<file path="src/rtl/udp_pkg.sv">
// udp_pkg: shared widths, FIFO entry layout and demux FSM states for the UDP receive path
package udp_pkg;
    localparam int UDP_WORD_W = 24;
    localparam int BYTES_PER_WORD = 3;
    localparam int LEN_W = 16;
    typedef struct packed {
        logic sof;
        logic eof;
        logic [UDP_WORD_W-1:0] data;
    } rx_entry_t;
    typedef enum logic [2:0] {IDLE, WORD, B0, B1, B2, DRAIN, DONE} rx_state_t;
endpackage

</file>
<file path="src/rtl/udp_rx_demux_unpack_if.sv">
// udp_rx_demux_unpack_if: receive word bus in, byte/word sink streams and status out
interface udp_rx_demux_unpack_if #(parameter int LEN_W = 16);
    import udp_pkg::*;
    logic sel_byte;
    logic [UDP_WORD_W-1:0] rx_data;
    logic rx_valid;
    logic rx_sof;
    logic rx_eof;
    logic [LEN_W-1:0] rx_len;
    logic [7:0] byte_data;
    logic byte_valid;
    logic byte_ready;
    logic byte_last;
    logic [UDP_WORD_W-1:0] word_data;
    logic word_valid;
    logic word_last;
    logic frame_done;
    logic [LEN_W-1:0] frame_count;
    logic overflow;
    logic len_err;
    logic err_clr;
    modport master (
        output sel_byte, rx_data, rx_valid, rx_sof, rx_eof, rx_len, byte_ready, err_clr,
        input byte_data, byte_valid, byte_last, word_data, word_valid, word_last,
        frame_done, frame_count, overflow, len_err
    );
    modport slave (
        input sel_byte, rx_data, rx_valid, rx_sof, rx_eof, rx_len, byte_ready, err_clr,
        output byte_data, byte_valid, byte_last, word_data, word_valid, word_last,
        frame_done, frame_count, overflow, len_err
    );
endinterface

</file>
<file path="src/rtl/sync_fifo_fwft.sv">
// sync_fifo_fwft: first-word-fall-through FIFO; mark_en sets MARK_BIT of the newest entry
module sync_fifo_fwft #(
    parameter int WIDTH = 26,
    parameter int AW = 4,
    parameter int MARK_BIT = WIDTH - 2
) (
    input  logic clk,
    input  logic reset_n,
    input  logic wr_en,
    input  logic [WIDTH-1:0] wr_data,
    input  logic mark_en,
    input  logic rd_en,
    output logic [WIDTH-1:0] rd_data,
    output logic empty,
    output logic full
);
    logic [WIDTH-1:0] mem [2**AW];
    logic [AW:0] wr_ptr, rd_ptr;
    logic [AW-1:0] newest;
    assign newest = wr_ptr[AW-1:0] - AW'(1);
    assign empty = wr_ptr == rd_ptr;
    assign full = (wr_ptr[AW-1:0] == rd_ptr[AW-1:0]) & (wr_ptr[AW] != rd_ptr[AW]);
    assign rd_data = mem[rd_ptr[AW-1:0]];
    always_ff @(posedge clk or negedge reset_n) begin
        if (!reset_n) begin
            wr_ptr <= '0;
            rd_ptr <= '0;
        end else begin
            wr_ptr <= wr_ptr + {{AW{1'b0}}, wr_en};
            rd_ptr <= rd_ptr + {{AW{1'b0}}, rd_en};
        end
    end
    always_ff @(posedge clk) begin
        if (wr_en) mem[wr_ptr[AW-1:0]] <= wr_data;
        else if (mark_en) mem[newest][MARK_BIT] <= 1'b1;
    end
endmodule

</file>
<file path="src/rtl/udp_rx_demux_unpack.sv">
// udp_rx_demux_unpack: buffers received UDP words and routes each frame to a byte
// sink (MSB-first unpack, padding stripped by length) or a word pass-through sink.
module udp_rx_demux_unpack #(
    parameter int FIFO_AW = 4,
    parameter int LEN_W = 16
) (
    input logic clk,
    input logic reset_n,
    udp_rx_demux_unpack_if.slave bus
);
    import udp_pkg::*;
    rx_state_t state, state_n;
    rx_entry_t head;
    logic empty, full, in_frame, mode_r, sof_ok, wr_cand, wr, drop, pop;
    logic bv, acc, last, early, wv, ovf_r, lerr_r;
    logic [LEN_W-1:0] rem, cnt;
    // A new frame is only taken into an idle, empty pipe; anything else drops the whole frame.
    assign sof_ok = bus.rx_valid & bus.rx_sof & (state == IDLE) & empty;
    assign wr_cand = bus.rx_valid & (bus.rx_sof ? sof_ok : in_frame);
    assign wr = wr_cand & !full;
    assign drop = wr_cand & full;
    sync_fifo_fwft #(.WIDTH($bits(rx_entry_t)), .AW(FIFO_AW), .MARK_BIT(UDP_WORD_W)) u_fifo (
        .clk(clk),
        .reset_n(reset_n),
        .wr_en(wr),
        .wr_data({bus.rx_sof, bus.rx_eof, bus.rx_data}),
        .mark_en(drop),
        .rd_en(pop),
        .rd_data(head),
        .empty(empty),
        .full(full)
    );
    assign bv = (state inside {B0, B1, B2}) & !empty;
    assign acc = bv & bus.byte_ready;
    assign last = bv & ((rem == LEN_W'(1)) | ((state == B2) & head.eof));
    assign early = acc & (state == B2) & head.eof & (rem > LEN_W'(1));
    assign wv = (state == WORD) & !empty;
    always_comb begin
        state_n = state;
        pop = 1'b0;
        unique case (state)
            IDLE: if (!empty) begin
                pop = !head.sof;
                if (head.sof) state_n = !mode_r ? WORD : rem == '0 ? DRAIN : B0;
            end
            WORD, DRAIN: if (!empty) begin
                pop = 1'b1;
                if (head.eof) state_n = DONE;
            end
            B0, B1, B2: if (acc) begin
                pop = state == B2;
                state_n = last ? ((state == B2) & head.eof ? DONE : DRAIN)
                        : state == B0 ? B1 : state == B1 ? B2 : B0;
            end
            DONE: state_n = IDLE;
            default: state_n = IDLE;
        endcase
    end
    always_ff @(posedge clk or negedge reset_n) begin
        if (!reset_n) begin
            state <= IDLE;
            in_frame <= 1'b0;
            mode_r <= 1'b0;
            rem <= '0;
            cnt <= '0;
            ovf_r <= 1'b0;
            lerr_r <= 1'b0;
        end else begin
            state <= state_n;
            if (bus.rx_valid) in_frame <= wr & !bus.rx_eof;
            if (sof_ok) begin
                mode_r <= bus.sel_byte;
                rem <= bus.rx_len;
            end else if (acc) rem <= rem - LEN_W'(1);
            cnt <= state == DONE ? '0 : cnt + LEN_W'(acc | wv);
            ovf_r <= drop | (bus.rx_valid & bus.rx_sof & !sof_ok) | (ovf_r & !bus.err_clr);
            lerr_r <= early | (lerr_r & !bus.err_clr);
        end
    end
    assign bus.byte_valid = bv;
    assign bus.byte_last = last;
    assign bus.byte_data = !bv ? '0 : state == B0 ? head.data[23:16]
                         : state == B1 ? head.data[15:8] : head.data[7:0];
    assign bus.word_valid = wv;
    assign bus.word_data = wv ? head.data : '0;
    assign bus.word_last = wv & head.eof;
    assign bus.frame_done = state == DONE;
    assign bus.frame_count = state == DONE ? cnt : '0;
    assign bus.overflow = ovf_r;
    assign bus.len_err = lerr_r;
endmodule

</file>
<file path="src/flat_wrapper.sv">
// flat-port wrapper written by rule: the top's interface ports become plain ports
module udp_rx_demux_unpack_flat import udp_pkg::*;
#(
    parameter int FIFO_AW = 4,
    parameter int LEN_W = 16
)
  (clk, reset_n, bus_sel_byte, bus_rx_data, bus_rx_valid, bus_rx_sof, bus_rx_eof, bus_rx_len, bus_byte_ready, bus_err_clr, bus_byte_data, bus_byte_valid, bus_byte_last, bus_word_data, bus_word_valid, bus_word_last, bus_frame_done, bus_frame_count, bus_overflow, bus_len_err);
  udp_rx_demux_unpack_if #(.LEN_W(LEN_W)) bus_i ();
  input logic clk;
  input logic reset_n;
  input wire logic [$bits(bus_i.sel_byte)-1:0] bus_sel_byte;
  input wire logic [$bits(bus_i.rx_data)-1:0] bus_rx_data;
  input wire logic [$bits(bus_i.rx_valid)-1:0] bus_rx_valid;
  input wire logic [$bits(bus_i.rx_sof)-1:0] bus_rx_sof;
  input wire logic [$bits(bus_i.rx_eof)-1:0] bus_rx_eof;
  input wire logic [$bits(bus_i.rx_len)-1:0] bus_rx_len;
  input wire logic [$bits(bus_i.byte_ready)-1:0] bus_byte_ready;
  input wire logic [$bits(bus_i.err_clr)-1:0] bus_err_clr;
  output wire logic [$bits(bus_i.byte_data)-1:0] bus_byte_data;
  output wire logic [$bits(bus_i.byte_valid)-1:0] bus_byte_valid;
  output wire logic [$bits(bus_i.byte_last)-1:0] bus_byte_last;
  output wire logic [$bits(bus_i.word_data)-1:0] bus_word_data;
  output wire logic [$bits(bus_i.word_valid)-1:0] bus_word_valid;
  output wire logic [$bits(bus_i.word_last)-1:0] bus_word_last;
  output wire logic [$bits(bus_i.frame_done)-1:0] bus_frame_done;
  output wire logic [$bits(bus_i.frame_count)-1:0] bus_frame_count;
  output wire logic [$bits(bus_i.overflow)-1:0] bus_overflow;
  output wire logic [$bits(bus_i.len_err)-1:0] bus_len_err;
  assign bus_i.sel_byte = bus_sel_byte;
  assign bus_i.rx_data = bus_rx_data;
  assign bus_i.rx_valid = bus_rx_valid;
  assign bus_i.rx_sof = bus_rx_sof;
  assign bus_i.rx_eof = bus_rx_eof;
  assign bus_i.rx_len = bus_rx_len;
  assign bus_i.byte_ready = bus_byte_ready;
  assign bus_i.err_clr = bus_err_clr;
  assign bus_byte_data = bus_i.byte_data;
  assign bus_byte_valid = bus_i.byte_valid;
  assign bus_byte_last = bus_i.byte_last;
  assign bus_word_data = bus_i.word_data;
  assign bus_word_valid = bus_i.word_valid;
  assign bus_word_last = bus_i.word_last;
  assign bus_frame_done = bus_i.frame_done;
  assign bus_frame_count = bus_i.frame_count;
  assign bus_overflow = bus_i.overflow;
  assign bus_len_err = bus_i.len_err;
  udp_rx_demux_unpack #(.FIFO_AW(FIFO_AW), .LEN_W(LEN_W)) u_core (.clk(clk), .reset_n(reset_n), .bus(bus_i));
endmodule
</file>
<file path="config.mk">
export PLATFORM = sky130hd
export DESIGN_NAME = udp_rx_demux_unpack_flat
export DESIGN_NICKNAME = d
export VERILOG_FILES = /design/src/rtl/udp_pkg.sv /design/src/rtl/udp_rx_demux_unpack_if.sv /design/src/rtl/sync_fifo_fwft.sv /design/src/rtl/udp_rx_demux_unpack.sv /design/src/flat_wrapper.sv
export SDC_FILE = /design/constraint.sdc
export NUM_CORES = 1
export LEC_CHECK = 0
export BUFFER_PORTS_ARGS = -buffer_cell sky130_fd_sc_hd__buf_2
export CAP_MARGIN = 5
export CORE_MARGIN = 5
export CORE_UTILIZATION = 50
export DETAILED_ROUTE_END_ITERATION = 8
export PLACE_DENSITY = 0.67
export SETUP_SLACK_MARGIN = 0.2
export SYNTH_ARGS = -nofsm -noshare
export SYNTH_HDL_FRONTEND = slang
export SYNTH_SLANG_ARGS = --single-unit
</file>
<file path="constraint.sdc">
create_clock -name clk -period 4.97 [get_ports clk]
set_clock_uncertainty 0.05 [all_clocks]
set_input_delay 0.7455 -clock clk [delete_from_list [all_inputs] [get_ports clk]]
set_output_delay 0.7455 -clock clk [all_outputs]
set_load 0.01 [all_outputs]
</file>
==> impl_metrics.yaml <==
finish:
  ff_latch_area_sq_um: 13700
  diodes: 0
  multi_input_area_sq_um: 5440
  layout-drive-gt1-share_pct: 29.8
  postLayoutCellArea_sq_um: 22100
  nets: 1244
  area_delta_synth_final_pct: 13.9
  n_fill_cell: 2992
global_routing:
  grt_antenna_before_repair: 0
  grt_busiest_layer: "met2"
  grt_max_degree: 108
  grt_pass1_vias: 10600
  grt_pass1_wl_mm: 67.3
  gr-usage-met3_pct: 3.48
  track_usage_pct: 21.5
  overflow: 0
  met2_usage_pct: 35.0
  grt_use_met1_pct: 31.1
worst_setup_path:
  reg2reg_from: "u_core.u_fifo.wr_ptr[3]"
  startpoint_type: "flip-flop"
  regToRegEndpoint: "u_core.cnt[15]"
  r2r_setup_slack_ps: 1510
  crit_required_ps: 4170
  path_class: "reg2out"
  worst_ep_arrival_time_ps: 3460
  cp-end-kind: "output port"
  reg2reg_depth: 12
  critPathMaxFanout: 45
route:
  routed_wl_mm: 45.6
  vias: 10500
  drc: 0
  firstDrtPassIters: 5
  drtIter0Drc: 1035
  drt-vias-per-instance: 6.01
  ant_nets: 0
  wl_per_cell_microns: 26.2
synth:
  synth_fp_nets: 1120
  synth_area_sq_um: 19400
  synth_mux_area_share_pct: 15.6
  synth-seq-cells: 465
  synth_edf_count: 416
  synth_area_per_cell_sq_um: 18.3
  synth_common_cells: "edfxtp_1, mux4_2, nor2_1"
  yosysWarnings: 0
  synth_area_leaders: "edfxtp_1, mux4_2, dfrtp_1"
  synth_seq_area_share_pct: 70.7
  yosys.area_share.simple_pct: 6.91
  synth_compound_area_share_pct: 3.01
  synthFlopType: "edfxtp_1"
  ys_types: 63
  synth_top_area_share_pct: 64.4
  synth_top_family_by_area: "multiplexers"
  postSynthCellCount: 1062
  synth_most_common_cell: "edfxtp_1"
  synth.largest_area_cell: "edfxtp_1"
  synthXorXnorAreaFrac_pct: 1.40
  synthArstFlopShare_pct: 10.5
  synthAdderAreaFrac_pct: 0.645
pwr:
  p_leak_uw: 0.00752
  power_density_nw_per_um2: 518
  max-vdd-ir-drop_mv: 0.335
timing:
  fmax_ghz: 0.235
  fin_crit_ps: 4260
  tightest_slew_ps: 999
  tns_ps: 0
  slew_headroom_pct: 33.3
  hold_viol_final: 0
  post-route-period-util_pct: 85.7
  setup_viol: 0
  maxSlewViolCount: 0
  rsz0062_at_grt: "no"
clocking:
  cts_root_buffer: "clkbuf_16"
  cts_resized: 0
  clk_latency_ps: 570
  htree_num_levels: 2
  path_clk_slew_ps: 60
  cts_setup_buffers: 0
  cts_sinks: 465
  cts_hold_buf: 0
  cts_tree: "done"
  numCtsBuffers: 48
  clock_path_buffers: 3
placed_design:
  port-buffer-count: 102
  gp_congestion: 0.814
  detailed_place.area_sq_um: 20700
  hpwlAfterDp_mm: 25.9
die:
  die_x_microns: 207
  rows: 72
  core_area_sq_um: 38600
  die_area_sq_um: 42800
  start_util_pct: 50.3
  pin_count: 103
  dieHeight_microns: 207
run_status:
  status: "finished clean"
hold_path:
  hp-class: "in2async"
run:
  max_cap_viol_count: 0
## sequential cells by signal (all words and copies together), names as in the netlist
signal	flops
u_core.u_fifo.mem	416
u_core.cnt	16
u_core.rem	16
u_core.u_fifo.rd_ptr	5
u_core.u_fifo.wr_ptr	5
u_core.state	3
u_core.bus.len_err	1
u_core.bus.overflow	1
u_core.in_frame	1
u_core.mode_r	1
## layout make-up
class                   count  share of cell area, %
clock inverters            31                  0.968
well taps                 518                   2.93
repair buffers            134                   3.62
clock buffers              56                   5.57
multi-input cells         526                   24.6
inverters                  11                  0.187
flip-flops and latches    465                   62.1
## cells in the final DEF (no fill, tap or decap), types with 8 or more instances in the layout
cell type | Yosys | final
edfxtp_1 | 416 | 416
mux4_2 | 125 | 125
buf_2 | 19 | 102
nor2_1 | 55 | 54
clkbuf_16 | 0 | 48
dfrtp_1 | 49 | 45
and2_1 | 41 | 41
nand2_1 | 34 | 34
nor2b_1 | 31 | 31
buf_4 | 4 | 28
a21oi_1 | 22 | 22
xor2_1 | 21 | 21
mux2i_1 | 17 | 17
nor3_2 | 0 | 16
o21ai_1 | 16 | 16
o21ai_0 | 15 | 15
nand3_1 | 16 | 15
clkinv_1 | 0 | 14
nor3_1 | 27 | 11
xnor2_1 | 10 | 10
ha_1 | 10 | 10
clkinv_2 | 0 | 10
inv_1 | 9 | 9
and3_1 | 8 | 8
clkbuf_1 | 27 | 8
## worst max-delay path by stage
stage	startpoint	endpoint	slack (ps)	cells after the start
2_1_floorplan	u_core.u_fifo.wr_ptr[0]	u_core.u_fifo.mem[13][0]	1000	8
3_3_place_gp	u_core.u_fifo.rd_ptr[0]	bus_byte_data[4]	1270	6
3_5_place_dp	u_core.u_fifo.rd_ptr[0]	bus_byte_data[4]	1250	6
4_1_cts	u_core.u_fifo.rd_ptr[0]	bus_byte_data[1]	600	6
5_1_grt	u_core.u_fifo.rd_ptr[0]	bus_byte_data[4]	460	6
6_report	u_core.u_fifo.rd_ptr[0]	bus_byte_data[4]	710	6
## where the power goes
group	switching (uW)	internal [uW]
Sequential	149	4390
Clock	1480	1880
Combinational	1910	1630
## per-layer routing
metal  vias up  part of all wire, %
met5         -                    0
met4         0                  1.7
met3        50                  7.5
met2       405                   49
met1      5532                   42
li1       4479                    -
## stage by stage
stage | cells | setup WS (ps) | hold WS, ps | utilization (%) | total power, uW
2_1_floorplan | 1062 | 1000 | 390 | - | 7130
3_3_place_gp | 1654 | 1270 | 410 | 53.6 | 8180
3_5_place_dp | 1654 | 1250 | 423 | 53.6 | 8210
4_1_cts | 1741 | 595 | 239 | 57.3 | 11600
5_1_grt | 1741 | 462 | 289 | 57.3 | 12000
6_report | 1741 | 712 | 247 | 57.3 | 11400
## cell families after synthesis
group,Yosys count
DFF,465
adders and majority gates,10
xor gates and xnor gates,31
AOI/OAI and AO/OA,89
muxes,146
buffers and inverters,71
and+or+nand+nor,250
## critical path, cell delays in order (launching register included)
cell	delay, ps
dfrtp_4	440
buf_4	700
mux4_2	600
mux4_2	510
o21ai_0	290
a21oi_1	170
buf_2	190
No activity file was read; power rests on OpenSTA's default activity.
